[src/rtl/xbar_port_sched_if.sv]
// Handshake bundle between NUM_M crossbar masters, one slave port and its scheduler.
// slave modport is the scheduler view; master modport is the surrounding environment.
interface xbar_port_sched_if #(
  parameter int NUM_M = 2
);
  logic [NUM_M-1:0]    req_i;
  logic [NUM_M-1:0]    cmd_i;
  logic [NUM_M*32-1:0] addr_i;
  logic [NUM_M*32-1:0] wdata_i;
  logic [NUM_M-1:0]    grant_o;
  logic [NUM_M-1:0]    ack_o;
  logic [NUM_M-1:0]    err_o;
  logic [31:0]         rdata_o;
  logic                req_o;
  logic                cmd_o;
  logic [31:0]         addr_o;
  logic [31:0]         wdata_o;
  logic                ack_i;
  logic [31:0]         rdata_i;
  logic                busy_o;

  modport slave (
    input  req_i, cmd_i, addr_i, wdata_i, ack_i, rdata_i,
    output grant_o, ack_o, err_o, rdata_o, req_o, cmd_o, addr_o, wdata_o, busy_o
  );

  modport master (
    output req_i, cmd_i, addr_i, wdata_i, ack_i, rdata_i,
    input  grant_o, ack_o, err_o, rdata_o, req_o, cmd_o, addr_o, wdata_o, busy_o
  );
endinterface

[src/rtl/xbar_port_sched.sv]
// Round-robin per-slave-port scheduler: grant held IDLE->BUSY->RESP, req_o one cycle after eligibility.
// No abort: the owner waits for ack_i or the BUSY timeout; other masters wait in IDLE arbitration.
module xbar_port_sched #(
  parameter int NUM_M   = 2,
  parameter int PORT    = 0,
  parameter int SEL_BIT = 31,
  parameter int TIMEOUT = 64
) (
  input  logic               clk,
  input  logic               rst,
  xbar_port_sched_if.slave   bus
);

  localparam int PW = (NUM_M > 1) ? $clog2(NUM_M) : 1;
  localparam int TW = (TIMEOUT > 0) ? $clog2(TIMEOUT + 1) : 1;
  localparam logic [TW-1:0] TLAST = TW'((TIMEOUT > 0) ? TIMEOUT - 1 : 0);

  typedef enum logic [1:0] {
    IDLE = 2'd0,
    BUSY = 2'd1,
    RESP = 2'd2
  } state_t;

  state_t           state;
  logic [PW-1:0]    ptr;
  logic [PW-1:0]    owner;
  logic [PW-1:0]    sel;
  logic             sel_vld;
  logic [NUM_M-1:0] elig;
  logic [TW-1:0]    timer;
  logic             to_hit;

  always_comb begin
    elig = '0;
    for (int i = 0; i < NUM_M; i++) begin
      elig[i] = bus.req_i[i] & (bus.addr_i[32*i + SEL_BIT] == 1'(PORT));
    end
  end

  // Search starts at ptr and wraps, so the last owner goes to the back of the queue.
  always_comb begin
    sel     = '0;
    sel_vld = 1'b0;
    for (int k = 0; k < NUM_M; k++) begin
      int idx;
      idx = int'(ptr) + k;
      if (idx >= NUM_M) idx = idx - NUM_M;
      if (!sel_vld && elig[idx]) begin
        sel_vld = 1'b1;
        sel     = PW'(idx);
      end
    end
  end

  assign to_hit = (TIMEOUT != 0) && (timer == TLAST);

  always_ff @(posedge clk) begin
    if (rst) begin
      state       <= IDLE;
      ptr         <= '0;
      owner       <= '0;
      timer       <= '0;
      bus.grant_o <= '0;
      bus.ack_o   <= '0;
      bus.err_o   <= '0;
      bus.rdata_o <= '0;
      bus.req_o   <= 1'b0;
      bus.cmd_o   <= 1'b0;
      bus.addr_o  <= '0;
      bus.wdata_o <= '0;
      bus.busy_o  <= 1'b0;
    end else begin
      case (state)
        IDLE: begin
          if (sel_vld) begin
            owner       <= sel;
            bus.grant_o <= NUM_M'(1) << sel;
            bus.req_o   <= 1'b1;
            bus.cmd_o   <= bus.cmd_i[sel];
            bus.addr_o  <= bus.addr_i[32*int'(sel) +: 32];
            bus.wdata_o <= bus.wdata_i[32*int'(sel) +: 32];
            bus.busy_o  <= 1'b1;
            timer       <= '0;
            state       <= BUSY;
          end
        end
        BUSY: begin
          // ack_i takes priority over a timeout landing on the same cycle.
          if (bus.ack_i) begin
            bus.ack_o   <= NUM_M'(1) << owner;
            bus.rdata_o <= bus.rdata_i;
            bus.req_o   <= 1'b0;
            state       <= RESP;
          end else if (to_hit) begin
            bus.ack_o   <= NUM_M'(1) << owner;
            bus.err_o   <= NUM_M'(1) << owner;
            bus.rdata_o <= '0;
            bus.req_o   <= 1'b0;
            state       <= RESP;
          end else if (timer != {TW{1'b1}}) begin
            timer <= timer + TW'(1);
          end
        end
        RESP: begin
          bus.ack_o   <= '0;
          bus.err_o   <= '0;
          bus.grant_o <= '0;
          bus.cmd_o   <= 1'b0;
          bus.addr_o  <= '0;
          bus.wdata_o <= '0;
          bus.busy_o  <= 1'b0;
          ptr         <= (owner == PW'(NUM_M - 1)) ? '0 : owner + PW'(1);
          state       <= IDLE;
        end
        default: state <= IDLE;
      endcase
    end
  end

endmodule

[src/flat_wrapper.sv]
// flat-port wrapper written by rule: the top's interface ports become plain ports
module xbar_port_sched_flat 
#(
  parameter int NUM_M   = 2,
  parameter int PORT    = 0,
  parameter int SEL_BIT = 31,
  parameter int TIMEOUT = 64
)
  (clk, rst, bus_req_i, bus_cmd_i, bus_addr_i, bus_wdata_i, bus_ack_i, bus_rdata_i, bus_grant_o, bus_ack_o, bus_err_o, bus_rdata_o, bus_req_o, bus_cmd_o, bus_addr_o, bus_wdata_o, bus_busy_o);
  xbar_port_sched_if #(.NUM_M(NUM_M)) bus_i ();
  input  logic clk;
  input  logic rst;
  input wire logic [$bits(bus_i.req_i)-1:0] bus_req_i;
  input wire logic [$bits(bus_i.cmd_i)-1:0] bus_cmd_i;
  input wire logic [$bits(bus_i.addr_i)-1:0] bus_addr_i;
  input wire logic [$bits(bus_i.wdata_i)-1:0] bus_wdata_i;
  input wire logic [$bits(bus_i.ack_i)-1:0] bus_ack_i;
  input wire logic [$bits(bus_i.rdata_i)-1:0] bus_rdata_i;
  output wire logic [$bits(bus_i.grant_o)-1:0] bus_grant_o;
  output wire logic [$bits(bus_i.ack_o)-1:0] bus_ack_o;
  output wire logic [$bits(bus_i.err_o)-1:0] bus_err_o;
  output wire logic [$bits(bus_i.rdata_o)-1:0] bus_rdata_o;
  output wire logic [$bits(bus_i.req_o)-1:0] bus_req_o;
  output wire logic [$bits(bus_i.cmd_o)-1:0] bus_cmd_o;
  output wire logic [$bits(bus_i.addr_o)-1:0] bus_addr_o;
  output wire logic [$bits(bus_i.wdata_o)-1:0] bus_wdata_o;
  output wire logic [$bits(bus_i.busy_o)-1:0] bus_busy_o;
  assign bus_i.req_i = bus_req_i;
  assign bus_i.cmd_i = bus_cmd_i;
  assign bus_i.addr_i = bus_addr_i;
  assign bus_i.wdata_i = bus_wdata_i;
  assign bus_i.ack_i = bus_ack_i;
  assign bus_i.rdata_i = bus_rdata_i;
  assign bus_grant_o = bus_i.grant_o;
  assign bus_ack_o = bus_i.ack_o;
  assign bus_err_o = bus_i.err_o;
  assign bus_rdata_o = bus_i.rdata_o;
  assign bus_req_o = bus_i.req_o;
  assign bus_cmd_o = bus_i.cmd_o;
  assign bus_addr_o = bus_i.addr_o;
  assign bus_wdata_o = bus_i.wdata_o;
  assign bus_busy_o = bus_i.busy_o;
  xbar_port_sched #(.NUM_M(NUM_M), .PORT(PORT), .SEL_BIT(SEL_BIT), .TIMEOUT(TIMEOUT)) u_core (.clk(clk), .rst(rst), .bus(bus_i));
endmodule
[config.mk]
export PLATFORM = sky130hd
export DESIGN_NAME = xbar_port_sched_flat
export DESIGN_NICKNAME = d
export VERILOG_FILES = /design/src/rtl/xbar_port_sched_if.sv /design/src/rtl/xbar_port_sched.sv /design/src/flat_wrapper.sv
export SDC_FILE = /design/constraint.sdc
export NUM_CORES = 1
export LEC_CHECK = 0
export ABC_AREA = 1
export CAP_MARGIN = 40
export CORE_MARGIN = 2
export CORE_UTILIZATION = 40
export DETAILED_ROUTE_END_ITERATION = 10
export HOLD_SLACK_MARGIN = 0.15
export PLACE_DENSITY = 0.87
export SETUP_SLACK_MARGIN = 0.2
export SYNTH_ARGS = -nofsm -noshare
export SYNTH_HDL_FRONTEND = slang
export SYNTH_SLANG_ARGS = --single-unit
[constraint.sdc]
create_clock -name clk -period 1.9 [get_ports clk]
set_clock_uncertainty 0.05 [all_clocks]
set_input_delay 0.285 -clock clk [delete_from_list [all_inputs] [get_ports clk]]
set_output_delay 0.285 -clock clk [all_outputs]
set_load 0.01 [all_outputs]
Word level (Yosys, flattened, before mapping)
Cells that the tools add are included.
{"block": "totals", "out_inout_bits": 105, "in_bits": 167, "elab_cells": 100, "regBits": 116}
{"block": "op_classes", "n_lt_le_gt_ge": 5, "reduce_logical": 15, "eq_ne": 10, "shifts": 4, "n_bitwise": 4, "mux": 44, "add_sub_neg": 5}
{"op": "$mux 32", "n": 6}
{"op": "$pmux 32 s2", "n": 2}
{"op": "$shiftx 64x7->32", "n": 2}
{"op": "$lt 32x3->1 const B", "n": 2}
{"op": "$ge 32x3->1 const B", "n": 1}
{"op": "$sub 32x3->32 const B", "n": 1}
{"op": "$mux 7", "n": 4}
{"op": "$mux 1", "n": 17}
{"op": "$pmux 2 s2", "n": 4}
{"op": "$mux 2", "n": 7}
{"op": "$pmux 7 s2", "n": 1}
{"op": "$reduce_and 2->1", "n": 5}
{"op": "$reduce_bool 2->1", "n": 4}
{"op": "$add 7x1->7 const B", "n": 1}
{"op": "$eq 7x6->1 const B", "n": 1}
{"op": "$ne 7x7->1 const B", "n": 1}
{"op": "$ne 2x1->1 const B", "n": 3}
{"op": "$pmux 1 s2", "n": 3}
{"op": "$reduce_and 3->1", "n": 2}
{"op": "$reduce_and 5->1", "n": 1}
{"op": "$ne 2x2->1 const B", "n": 2}
{"op": "$shl 1x1->2 const A", "n": 2}
{"op": "$ne 3x2->1 const B", "n": 1}
{"op": "$sub 1x2->3 const B", "n": 1}
{"op": "other kinds (11)", "n": 13}

Depth between registers and ports, before layout
{"block": "logic_depth", "depth_word": 13, "mapped_depth": 12, "depth_no_buf": 11}

Worst setup path before layout
OpenSTA, ideal clock, no wires.
{"block": "synth_timing", "kind": "register to register", "start": "register u_core.state[1]", "end": "register u_core.timer[5]", "required_ns": 1.722, "arrival_time_ns": 1.377, "setup_slack_ns": 0.346, "synth_period_minus_slack_ns": 1.554, "setup_ns": 0.128, "n_path_buf": 1, "stages_incl_launch_ff": 12, "cell_sequence": "dfxtp_1 inv_1 ha_1 buf_2 nand2_1 inv_2 nor2_1 nand2_1 nor2_2 nor2_1 nor2_1 nor2_1"}
{"block": "synth_via", "elab_chain_len": 3, "word_cells_on_any_way": 9, "classes_between": "5 x eq/ne; 1 x mux; 3 x reduce/logical"}
{"element": "start: declaration", "line_no": "xbar_port_sched.sv:24", "rtl": "state_t state;"}
{"element": "start signal: assignment", "line_no": "xbar_port_sched.sv:59", "rtl": "state <= IDLE;"}
{"element": "start signal: assignment", "line_no": "xbar_port_sched.sv:84", "rtl": "state <= BUSY;"}
{"element": "start signal: assignment", "line_no": "xbar_port_sched.sv:93", "rtl": "state <= RESP;"}
{"element": "$eq 2x1->1 / $logic_not 2->1 (equally long branches)", "line_no": "xbar_port_sched.sv:73", "rtl": "case (state)"}
{"element": "$ne 2x2->1 (no line) (tied with other cells)"}
{"element": "$reduce_and 5->1 (no line)"}
{"element": "end signal: assignment", "line_no": "xbar_port_sched.sv:101", "rtl": "timer <= timer + TW'(1);"}
{"element": "end: declaration", "line_no": "xbar_port_sched.sv:30", "rtl": "logic [TW-1:0] timer;"}
Several ways; a longest one is shown, not always the timed one.
A chain may end at the register's enable or synchronous reset.

Worst setup path after layout
{"block": "layout_timing", "start": "register u_core.bus.wdata_o[8]", "end": "output bus_wdata_o[8]"}
{"element": "start: declaration", "line_no": "xbar_port_sched_if.sv:24", "rtl": "output grant_o, ack_o, err_o, rdata_o, req_o, cmd_o, addr_o, wdata_o, busy_o"}
{"element": "start signal: assignment", "line_no": "xbar_port_sched.sv:81", "rtl": "bus.wdata_o <= bus.wdata_i[32*int'(sel) +: 32];"}
{"element": "end: declaration", "line_no": "flat_wrapper.sv:26", "rtl": "output wire logic [$bits(bus_i.wdata_o)-1:0] bus_wdata_o;"}
No word-level cell between the ends.

==> flow_metrics.py <==
metrics = {
    "outcome": {
        "run_status": "finished clean",
    },
    "timing": {
        "worst_slack_ns": 0.243,
        "fin_setup_tns_ns": 0,
        "slew_headroom": 0.749,
        "hold-worst-slack_ns": 0.242,
        "hold_violations": 0,
        "setup_viol": 0,
        "fin_crit_sh": 0.872,
        "worstMarginPinSlew_ns": 0.377,
        "slew_viol_final": 0,
        "max_clock_freq_mhz": 603,
        "rsz0062_at_grt": "no",
        "layout_min_cycle_time_ns": 1.66,
    },
    "floorplanning": {
        "num_rows": 42,
        "fp.dieArea_um2": 14300,
        "die-height_um": 120,
        "die_x_um": 120,
        "ios": 272,
        "start_util": 0.406,
        "core_um2": 13100,
    },
    "synthesis": {
        "synth_nets": 956,
        "synth_top_area_share": 0.435,
        "ys_types": 24,
        "yosysTopAreaCell": "dfxtp_1",
        "netlist_instances": 785,
        "netlist_area_um2": 5340,
        "synth_ff_type": "dfxtp_1",
        "ys_warn_count": 0,
        "ys_ff_latch": 116,
        "avgSynthCellArea_um2": 6.80,
        "synthArstFlopShare": 0,
        "synth.top_cells.by_area": "dfxtp_1 43%, nand2_1 21%, nand3_1 13%, a21oi_1 10%, buf_2 2.2%",
        "ys_seq_area_frac": 0.435,
        "synth_edf_count": 0,
    },
    "setup_path": {
        "setup.worst_path.end_class": "primary output",
        "max_stage_delay_ns": 0.58,
        "cpMaxStageDelayCell": "clkdlybuf4s50_1",
        "crit_family": "buffers and inverters",
        "worstPathBufferInverterCount": 1,
        "arrival_ns": 1.32,
        "crit_required_ns": 1.56,
        "crit_type": "register to primary output",
        "path_cells": "clkdlybuf4s50_1",
        "cp_max_fo": 2,
        "start_kind": "register",
    },
    "final_layout": {
        "layout.cells.non_filler": 1233,
        "num_antenna_cells": 0,
        "syn_to_final_growth_pct": 69.8,
        "nNetsFinal": 1215,
        "layout-drive-gt1-share": 0.0757,
        "design_area_um2": 9070,
    },
    "route": {
        "wl_um": 19000,
        "first_iter_violations": 461,
        "drc_errors": 0,
        "ant_nets": 0,
        "via_per_inst": 5.11,
        "firstDrtPassIters": 5,
        "num_vias": 6296,
        "wl_per_cell_um": 15.4,
    },
    "place": {
        "place.gp.congestion": 0.870,
        "dpl.cell_count": 1193,
        "dpl_cell_area_um2": 8210,
        "portBuffers": 271,
        "post-dp-hpwl_um": 12100,
        "post-place-ws_ns": 0.00936,
    },
    "power": {
        "p_per_area_nw_per_um2": 871,
        "p_sw_mw": 2.13,
        "switching_share": 0.269,
        "leakagePower_nw": 3.70,
        "p_int_mw": 5.77,
        "p_comb_frac": 0.235,
        "p_seq_frac": 0.345,
        "max-vdd-ir-drop_uv": 629,
        "pwr-share-clk": 0.420,
    },
    "clock_network": {
        "h-tree-depth": 4,
        "ctsHoldBuffers": 0,
        "clock_path_buffers": 2,
        "insertion_delay_ns": 0.41,
        "cts_root_buf": "clkbuf_16",
        "cts_tree": "done",
        "path_clk_slew_ns": 0.06,
        "clock-sinks": 116,
        "cts_made_buffers": 17,
    },
    "grt": {
        "grt.total_usage": 0.247,
        "antenna_found_initial": 0,
        "grt_pass1_vias": 5848,
        "grt_pass1_wl_um": 28600,
        "grt_overflow": 0,
        "grt_max_degree": 54,
    },
    "run": {
        "cap_violations": 0,
    },
    "worst_hold_path": {
        "hold_path.class": "primary input to register",
    },
}
## metrics by stage
step                      power, mW  utilization
after floorplan                3.57            -
after global placement         4.44        0.625
after detailed placement       4.46        0.625
after CTS                      7.80        0.672
after global routing           8.23        0.690
final                          7.90        0.690
## synthesized netlist by cell type, types with 2 or more instances
master	n
nand2_1	295
a21oi_1	110
nand3_1	137
ha_1	4
buf_4	10
buf_1	4
buf_6	5
nor2_1	24
inv_2	4
o21ai_0	6
xor2_1	2
clkbuf_1	17
dfxtp_1	116
nand3b_1	2
inv_1	18
buf_2	23
## cells by family after synthesis
kind of cell,synth area share
and+or+nand+nor,0.361
buffers and inverters,0.0771
xor gates and xnor gates,0.00328
DFF,0.435
adders and majority gates,0.00937
AOI/OAI and AO/OA,0.114
## layer usage
metal  vias to the layer above  global-route usage  routed length, um
li1                       3081                   -                  -
met1                      2897               0.290               7710
met2                       282               0.421               9360
met3                        36              0.0722               1470
met4                         0               0.101                458
met5                         -                   0                  0
## cell type report
class,count,area [um^2]
clock inverter,11,151
timing repair buffer,299,3150
multi-input combinational,587,2660
inverter,23,91.3
clock buffer,21,470
sequential,116,2320
tap,176,220
fill,1066,4070
## power by group through the flow
stage               Sequential [mW]  Clock, mW  Combinational, mW
floorplan                      2.84          0              0.725
global placement               2.76          0               1.67
detailed placement             2.77          0               1.69
CTS                            2.72       3.38               1.71
global route                   2.75       3.48               2.00
finish                         2.72       3.32               1.85
## registers in the layout, indices dropped and copies added (netlist names)
name and count:
u_core.bus.ack_o 2, u_core.bus.err_o 2, u_core.state 2, u_core.ptr 1, u_core.bus.rdata_o 32, u_core.bus.cmd_o 1
u_core.bus.wdata_o 32, u_core.bus.busy_o 1, u_core.owner 1, u_core.bus.req_o 1, u_core.timer 7, u_core.bus.addr_o 32
u_core.bus.grant_o 2
## worst paths after layout
| check | start | depth (start not counted) | slack, ns | end |
|---|---|---|---|---|
| max | u_core.bus.wdata_o[8] | 1 | 0.24 | bus_wdata_o[8] |
| min | rst | 2 | 0.24 | u_core.bus.rdata_o[8] |
| max reg2reg | u_core.state[0] | 9 | 0.29 | u_core.bus.cmd_o |
| min reg2reg | u_core.bus.addr_o[31] | 2 | 0.39 | u_core.bus.addr_o[31] |
## cells in the final DEF (no fill, tap or decap), types with 3 or more instances in the layout
| cell | count |
|---|---|
| nand3_1 | 136 |
| nand2_1 | 295 |
| clkinv_4 | 3 |
| clkbuf_16 | 21 |
| nor2_1 | 22 |
| a21oi_1 | 110 |
| clkdlybuf4s50_1 | 264 |
| clkinvlp_4 | 4 |
| inv_1 | 17 |
| clkbuf_8 | 3 |
| bufinv_16 | 3 |
| o21ai_0 | 6 |
| buf_12 | 11 |
| inv_2 | 4 |
| dlymetal6s2s_1 | 5 |
| dfxtp_1 | 114 |
| buf_4 | 12 |
## what timing repair did
action	CTS	global route
gates resized for setup	3	24
endpoints found under the setup margin	8	114
pin swaps	0	3
setup buffers	0	3
gates cloned	0	5
(Power assumes the default switching activity.)
